===== src/rtl/cgra_ram_arb_pkg.sv =====
// Shared types and the round-robin pick helper for the CGRA RAM arbiter.
package cgra_ram_arb_pkg;

  localparam int MAX_REQ = 8;

  typedef logic [$clog2(MAX_REQ)-1:0] req_idx_t;

  // Scans from ptr upward and wraps. MAX_REQ is a power of two, so the
  // index wraps on its own; mask bits above the live requester count stay 0.
  function automatic logic [MAX_REQ-1:0] rr_pick(input logic [MAX_REQ-1:0] mask,
                                                 input req_idx_t ptr);
    logic [MAX_REQ-1:0] gnt;
    logic               found;
    req_idx_t           idx;
    gnt   = '0;
    found = 1'b0;
    for (int k = 0; k < MAX_REQ; k++) begin
      idx = ptr + req_idx_t'(k);
      if (!found && mask[idx]) begin
        gnt[idx] = 1'b1;
        found    = 1'b1;
      end
    end
    return gnt;
  endfunction

endpackage


===== src/rtl/cgra_ram_arb_if.sv =====
// Requester-side bus of the CGRA RAM arbiter: request channel plus read response.
interface cgra_ram_arb_if #(
  parameter int NUM_REQ    = 4,
  parameter int WIDTH      = 32,
  parameter int ADDR_WIDTH = 9
);
  // A request transfers on req_valid[i] && req_ready[i]. While valid && !ready the
  // requester holds we/addr/wdata and keeps valid high. Responses cannot be stalled.
  logic [NUM_REQ-1:0]                 req_valid;
  logic [NUM_REQ-1:0]                 req_ready;
  logic [NUM_REQ-1:0]                 req_we;
  logic [NUM_REQ-1:0][ADDR_WIDTH-1:0] req_addr;
  logic [NUM_REQ-1:0][WIDTH-1:0]      req_wdata;
  logic [NUM_REQ-1:0]                 rsp_valid;
  logic [WIDTH-1:0]                   rsp_data;

  modport master (
    output req_valid, req_we, req_addr, req_wdata,
    input  req_ready, rsp_valid, rsp_data
  );

  modport slave (
    input  req_valid, req_we, req_addr, req_wdata,
    output req_ready, rsp_valid, rsp_data
  );
endinterface


===== src/rtl/cgra_rr_arbiter.sv =====
// Round-robin arbiter: one-hot grant, pointer moves past the winner when en_update is set.
module cgra_rr_arbiter
  import cgra_ram_arb_pkg::*;
#(
  parameter int N = 4
) (
  input  logic         clk,
  input  logic         rst_n,
  input  logic [N-1:0] req,
  input  logic         en_update,
  output logic [N-1:0] gnt,
  output req_idx_t     gnt_idx
);

  req_idx_t           ptr_q, ptr_d;
  logic [MAX_REQ-1:0] mask;
  logic [MAX_REQ-1:0] pick;
  logic               unused_pick;

  always_comb begin
    mask         = '0;
    mask[N-1:0]  = req;
    pick         = rr_pick(mask, ptr_q);
    gnt          = pick[N-1:0];
    gnt_idx      = '0;
    for (int i = 0; i < N; i++) begin
      if (pick[i]) gnt_idx = req_idx_t'(i);
    end
    ptr_d = ptr_q;
    if (en_update && |gnt) begin
      ptr_d = (gnt_idx == req_idx_t'(N - 1)) ? '0 : gnt_idx + req_idx_t'(1);
    end
  end

  assign unused_pick = ^pick;

  always_ff @(posedge clk or negedge rst_n) begin
    if (!rst_n) ptr_q <= '0;
    else        ptr_q <= ptr_d;
  end

endmodule


===== src/rtl/cgra_ram_arbiter.sv =====
// Shares one 1W/1R simple_ram between NUM_REQ requesters with independent write/read
// round-robin arbiters. Define CGRA_RAM_ARB_STATS_EN for per-requester stall counters.
module cgra_ram_arbiter
  import cgra_ram_arb_pkg::*;
#(
  parameter int NUM_REQ    = 4,
  parameter int WIDTH      = 32,
  parameter int DEPTH      = 512,
  parameter int ADDR_WIDTH = $clog2(DEPTH)
) (
  input  logic                  clk,
  input  logic                  rst_n,
  cgra_ram_arb_if.slave         bus,
  output logic                  ram_wr_en,
  output logic [ADDR_WIDTH-1:0] ram_wr_addr,
  output logic [WIDTH-1:0]      ram_wr_data,
  output logic                  ram_rd_en,
  output logic [ADDR_WIDTH-1:0] ram_rd_addr,
  input  logic [WIDTH-1:0]      ram_rd_data
`ifdef CGRA_RAM_ARB_STATS_EN
  ,
  input  logic                        stats_clr,
  output logic [NUM_REQ-1:0][15:0]    stall_cnt
`endif
);

  logic [NUM_REQ-1:0]    wr_req, rd_req, wr_gnt, rd_gnt;
  req_idx_t              wr_idx_unused, rd_idx;
  logic [ADDR_WIDTH-1:0] wr_addr, rd_addr;
  logic [WIDTH-1:0]      wr_data;
  logic                  collision, rd_fire;
  logic                  rsp_pend_q, rsp_pend_d;
  req_idx_t              rsp_id_q, rsp_id_d;

  // Gating with rst_n keeps grants and RAM enables low for the whole reset window.
  always_comb begin
    wr_req = bus.req_valid &  bus.req_we & {NUM_REQ{rst_n}};
    rd_req = bus.req_valid & ~bus.req_we & {NUM_REQ{rst_n}};
  end

  cgra_rr_arbiter #(.N(NUM_REQ)) u_wr_arb (
    .clk       (clk),
    .rst_n     (rst_n),
    .req       (wr_req),
    .en_update (1'b1),
    .gnt       (wr_gnt),
    .gnt_idx   (wr_idx_unused)
  );

  cgra_rr_arbiter #(.N(NUM_REQ)) u_rd_arb (
    .clk       (clk),
    .rst_n     (rst_n),
    .req       (rd_req),
    .en_update (!collision),
    .gnt       (rd_gnt),
    .gnt_idx   (rd_idx)
  );

  always_comb begin
    wr_addr = '0;
    wr_data = '0;
    rd_addr = '0;
    for (int i = 0; i < NUM_REQ; i++) begin
      if (wr_gnt[i]) begin
        wr_addr = bus.req_addr[i];
        wr_data = bus.req_wdata[i];
      end
      if (rd_gnt[i]) rd_addr = bus.req_addr[i];
    end
    // A same-address read waits one cycle so it observes the committed write.
    collision     = |wr_gnt && |rd_gnt && (wr_addr == rd_addr);
    rd_fire       = |rd_gnt && !collision;
    bus.req_ready = wr_gnt | (rd_gnt & {NUM_REQ{!collision}});
    ram_wr_en     = |wr_gnt;
    ram_wr_addr   = wr_addr;
    ram_wr_data   = wr_data;
    ram_rd_en     = rd_fire;
    ram_rd_addr   = rd_fire ? rd_addr : '0;
    rsp_pend_d    = rd_fire;
    rsp_id_d      = rd_fire ? rd_idx : rsp_id_q;
    bus.rsp_data  = rsp_pend_q ? ram_rd_data : '0;
    bus.rsp_valid = '0;
    for (int i = 0; i < NUM_REQ; i++) begin
      bus.rsp_valid[i] = rsp_pend_q && (rsp_id_q == req_idx_t'(i));
    end
  end

  always_ff @(posedge clk or negedge rst_n) begin
    if (!rst_n) begin
      rsp_pend_q <= 1'b0;
      rsp_id_q   <= '0;
    end else begin
      rsp_pend_q <= rsp_pend_d;
      rsp_id_q   <= rsp_id_d;
    end
  end

`ifdef CGRA_RAM_ARB_STATS_EN
  logic [NUM_REQ-1:0][15:0] stall_cnt_q, stall_cnt_d;

  always_comb begin
    for (int i = 0; i < NUM_REQ; i++) begin
      stall_cnt_d[i] = stall_cnt_q[i];
      if (stats_clr) begin
        stall_cnt_d[i] = '0;
      end else if (bus.req_valid[i] && !bus.req_ready[i] && (stall_cnt_q[i] != 16'hFFFF)) begin
        stall_cnt_d[i] = stall_cnt_q[i] + 16'd1;
      end
    end
  end

  always_ff @(posedge clk or negedge rst_n) begin
    if (!rst_n) stall_cnt_q <= '0;
    else        stall_cnt_q <= stall_cnt_d;
  end

  assign stall_cnt = stall_cnt_q;
`endif

endmodule


===== src/flat_wrapper.sv =====
// flat-port wrapper written by rule: the top's interface ports become plain ports
module cgra_ram_arbiter_flat import cgra_ram_arb_pkg::*;
#(
  parameter int NUM_REQ    = 4,
  parameter int WIDTH      = 32,
  parameter int DEPTH      = 512,
  parameter int ADDR_WIDTH = $clog2(DEPTH)
)
  (clk, rst_n, ram_wr_en, ram_wr_addr, ram_wr_data, ram_rd_en, ram_rd_addr, ram_rd_data, bus_req_valid, bus_req_we, bus_req_addr, bus_req_wdata, bus_req_ready, bus_rsp_valid, bus_rsp_data);
  cgra_ram_arb_if #(.NUM_REQ(NUM_REQ), .WIDTH(WIDTH), .ADDR_WIDTH(ADDR_WIDTH)) bus_i ();
  input  logic clk;
  input  logic rst_n;
  output logic ram_wr_en;
  output logic [ADDR_WIDTH-1:0] ram_wr_addr;
  output logic [WIDTH-1:0] ram_wr_data;
  output logic ram_rd_en;
  output logic [ADDR_WIDTH-1:0] ram_rd_addr;
  input  logic [WIDTH-1:0] ram_rd_data;
  input wire logic [$bits(bus_i.req_valid)-1:0] bus_req_valid;
  input wire logic [$bits(bus_i.req_we)-1:0] bus_req_we;
  input wire logic [$bits(bus_i.req_addr)-1:0] bus_req_addr;
  input wire logic [$bits(bus_i.req_wdata)-1:0] bus_req_wdata;
  output wire logic [$bits(bus_i.req_ready)-1:0] bus_req_ready;
  output wire logic [$bits(bus_i.rsp_valid)-1:0] bus_rsp_valid;
  output wire logic [$bits(bus_i.rsp_data)-1:0] bus_rsp_data;
  assign bus_i.req_valid = bus_req_valid;
  assign bus_i.req_we = bus_req_we;
  assign bus_i.req_addr = bus_req_addr;
  assign bus_i.req_wdata = bus_req_wdata;
  assign bus_req_ready = bus_i.req_ready;
  assign bus_rsp_valid = bus_i.rsp_valid;
  assign bus_rsp_data = bus_i.rsp_data;
  cgra_ram_arbiter #(.NUM_REQ(NUM_REQ), .WIDTH(WIDTH), .DEPTH(DEPTH), .ADDR_WIDTH(ADDR_WIDTH)) u_core (.clk(clk), .rst_n(rst_n), .bus(bus_i), .ram_wr_en(ram_wr_en), .ram_wr_addr(ram_wr_addr), .ram_wr_data(ram_wr_data), .ram_rd_en(ram_rd_en), .ram_rd_addr(ram_rd_addr), .ram_rd_data(ram_rd_data));
endmodule

===== config.mk =====
export PLATFORM = sky130hd
export DESIGN_NAME = cgra_ram_arbiter_flat
export DESIGN_NICKNAME = d
export VERILOG_FILES = /design/src/rtl/cgra_ram_arb_pkg.sv /design/src/rtl/cgra_ram_arb_if.sv /design/src/rtl/cgra_rr_arbiter.sv /design/src/rtl/cgra_ram_arbiter.sv /design/src/flat_wrapper.sv
export SDC_FILE = /design/constraint.sdc
export NUM_CORES = 1
export LEC_CHECK = 0
export BUFFER_PORTS_ARGS = -buffer_cell sky130_fd_sc_hd__buf_2
export CAP_MARGIN = 20
export CORE_AREA = 2 2 114 116
export CTS_CLUSTER_DIAMETER = 80
export CTS_CLUSTER_SIZE = 10
export DETAILED_ROUTE_END_ITERATION = 12
export DIE_AREA = 0 0 116 118
export GPL_TIMING_DRIVEN = 0
export PLACE_DENSITY = 0.7
export SYNTH_ARGS = -nofsm -noshare
export SYNTH_HDL_FRONTEND = slang
export SYNTH_HIERARCHICAL = 1
export SYNTH_SLANG_ARGS = --single-unit

===== constraint.sdc =====
create_clock -name clk -period 6.47 [get_ports clk]
set_input_delay 1.294 -clock clk [delete_from_list [all_inputs] [get_ports clk]]
set_output_delay 1.294 -clock clk [all_outputs]
set_load 0.05 [all_outputs]

==> impl_metrics.yaml <==
status:
  run_status: "complete, no violations"
sta:
  worst_margin_pin_slew_ns: 0.621
  timing.clock.skew_ns: 0.00153
  fmax_mhz: 156
  setup-violations-final: 0
  final_worst_path_cycle_share: 0.989
  finalWorstSetupSlack_ns: 0.0720
  totalNegativeSetupSlack_ns: 0
  number_of_failing_hold_endpoints_at_the_final_stage: 0
  maxSlewHeadroom: 0.583
  fin_crit_ns: 6.40
  final_max_slew_viol_count: 0
floorplan:
  initial_core_util: 0.307
  chipWidth_um: 116
  floorplan.die.height_um: 118
  die_area_um2: 13700
  top_level_ports: 298
  coreArea_um2: 12400
  rows: 41
setup_path:
  cp_data_arrival_time_ns: 5.10
  critical_path_class: "in -> out"
  required_ns: 5.18
  critPathLaunchType: "input pin"
  timing.critical_path.fanout_max: 16
  end_kind: "output pin"
final_layout:
  area.growth.synth_to_final_pct: 66.4
  finalNetCount: 1111
  drive_gt1_frac: 0.507
  fillers: 1267
place:
  place.port_buffers: 297
  gp_congestion: 0.951
  hpwlAfterDp_um: 13900
  place_worst_setup_slack_ns: -0.808
cts:
  cts-buffers-inserted: 3
  cts.hold.buffers_added: 0
  cts_tree: "yes"
  buffers_from_clock_root_to_sink_at_most: 2
  clock-sinks: 8
  clk_pin_slew_ns: 0.04
  htree_levels: 1
  clk_latency_worst_skew_pair_ns: 0.23
  root_buffer: "clkbuf_16"
routing:
  detailed_route_wire_length_um: 18200
  first_pass_iters: 7
  routedWlPerCell_um: 17.2
  vias: 5772
  postRouteAntennaNets: 0
  post_drt_via_cell_ratio: 5.45
  detailedRoute.firstIterationViolations: 476
  post-route-drc-count: 0
grt:
  grtUsageTotal: 0.240
  grt_overflow_total: 0
  grt_antenna_before_repair: 1
  largest_net_degree_at_the_start_of_global_routing: 17
  first_global_vias: 5244
  grt_pass1_wl_um: 26700
yosys:
  netlist_area_um2: 3810
  synthesis.yosys.warnings: 6
  number_of_standard_cells_after_synthesis: 559
  synthesis.area_per_instance_um2: 6.82
flow_run:
  max_cap_viol_count: 0
hold_path:
  min-delay-path-class: "reg -> reg"
[placed cells by master (no fill, tap or decap), drive strengths merged, types with 15 or more instances in the layout]
cell type and instances:
clkbuf 24, and2 46, a22oi 44, nor2 49
nand2 60, ha 17, buf 356, o21ai 37
a21oi 49, inv 17, o22ai 15
[per-stage QoR]
step / hold slack [ns] / util / cell area [µm²] / std cells
final: 0.589 / 0.511 / 6350 / 1059
after global routing: 0.627 / 0.511 / 6350 / 1059
after detailed placement: 0.585 / 0.454 / 5630 / 1031
after global placement: 0.572 / 0.454 / 5630 / 1031
after floorplan: 0.534 / - / 3930 / 562
after CTS: 0.589 / 0.480 / 5960 / 1041
[layout make-up]
| type | instances | area, µm² | share of cell area |
|---|---|---|---|
| diodes | 1 | 2.50 | 0.000394 |
| plain buffers | 51 | 348 | 0.0548 |
| clock buffers | 3 | 75.1 | 0.0118 |
| inverters | 18 | 71.3 | 0.0112 |
| multi-input cells | 480 | 3650 | 0.575 |
| flip-flops and latches | 8 | 200 | 0.0315 |
| well taps | 172 | 215 | 0.0339 |
| repair buffers | 326 | 1790 | 0.282 |
[critical path, cell delays in order]
cell	delay [ns]
buf_6	0.13
nand2_1	0.07
nor2_1	0.04
buf_2	0.17
mux4_2	0.54
nand2_1	0.09
o21ai_0	0.09
a221o_1	0.30
a21oi_2	0.14
inv_1	0.07
buf_6	0.15
or2_1	0.22
buf_6	0.16
a221oi_4	0.25
a221oi_2	0.10
xor2_2	0.18
nor4_4	0.28
buf_4	0.18
a31oi_4	0.11
buf_6	0.17
and2_2	0.21
buf_8	0.15
[state kept, by name (all words and copies together), names as in the netlist]
register / flops
u_core/u_wr_arb/ptr_q: 2
u_core/u_rd_arb/ptr_q: 2
u_core/rsp_id_q: 3
u_core/rsp_pend_q: 1
[repair_timing]
action,in CTS,in global routing
gates cloned,0,1
setup buffers,10,18
pin swaps,10,17
setup endpoints to repair,41,30
gates resized for setup,47,58
hold endpoints to repair,0,0
[worst paths after layout]
path / start / to / slack (ns) / cells past startpoint
setup / recovery: rst_n / ram_rd_addr[0] / 0.07 / 22
hold / removal: u_core/rsp_id_q[1] / u_core/rsp_id_q[1] / 0.59 / 1
setup reg to reg: u_core/u_rd_arb/ptr_q[0] / u_core/rsp_id_q[0] / 1.64 / 17
hold reg to reg: u_core/rsp_id_q[1] / u_core/rsp_id_q[1] / 0.59 / 1
max in group asynchronous: rst_n / u_core/rsp_pend_q / 5.47 / 1
min in group asynchronous: rst_n / u_core/rsp_id_q[2] / 0.87 / 1
[layer usage]
metal,track usage,vias to the layer above,share of wire
li1,-,2710,-
met1,0.313,2652,0.40
met2,0.423,391,0.48
met3,0.0371,19,0.10
met4,0.0357,0,0.011
met5,0,-,0
Power is not shown: default switching activity piles up to over one toggle a cycle in this logic, so the estimate is an artifact.
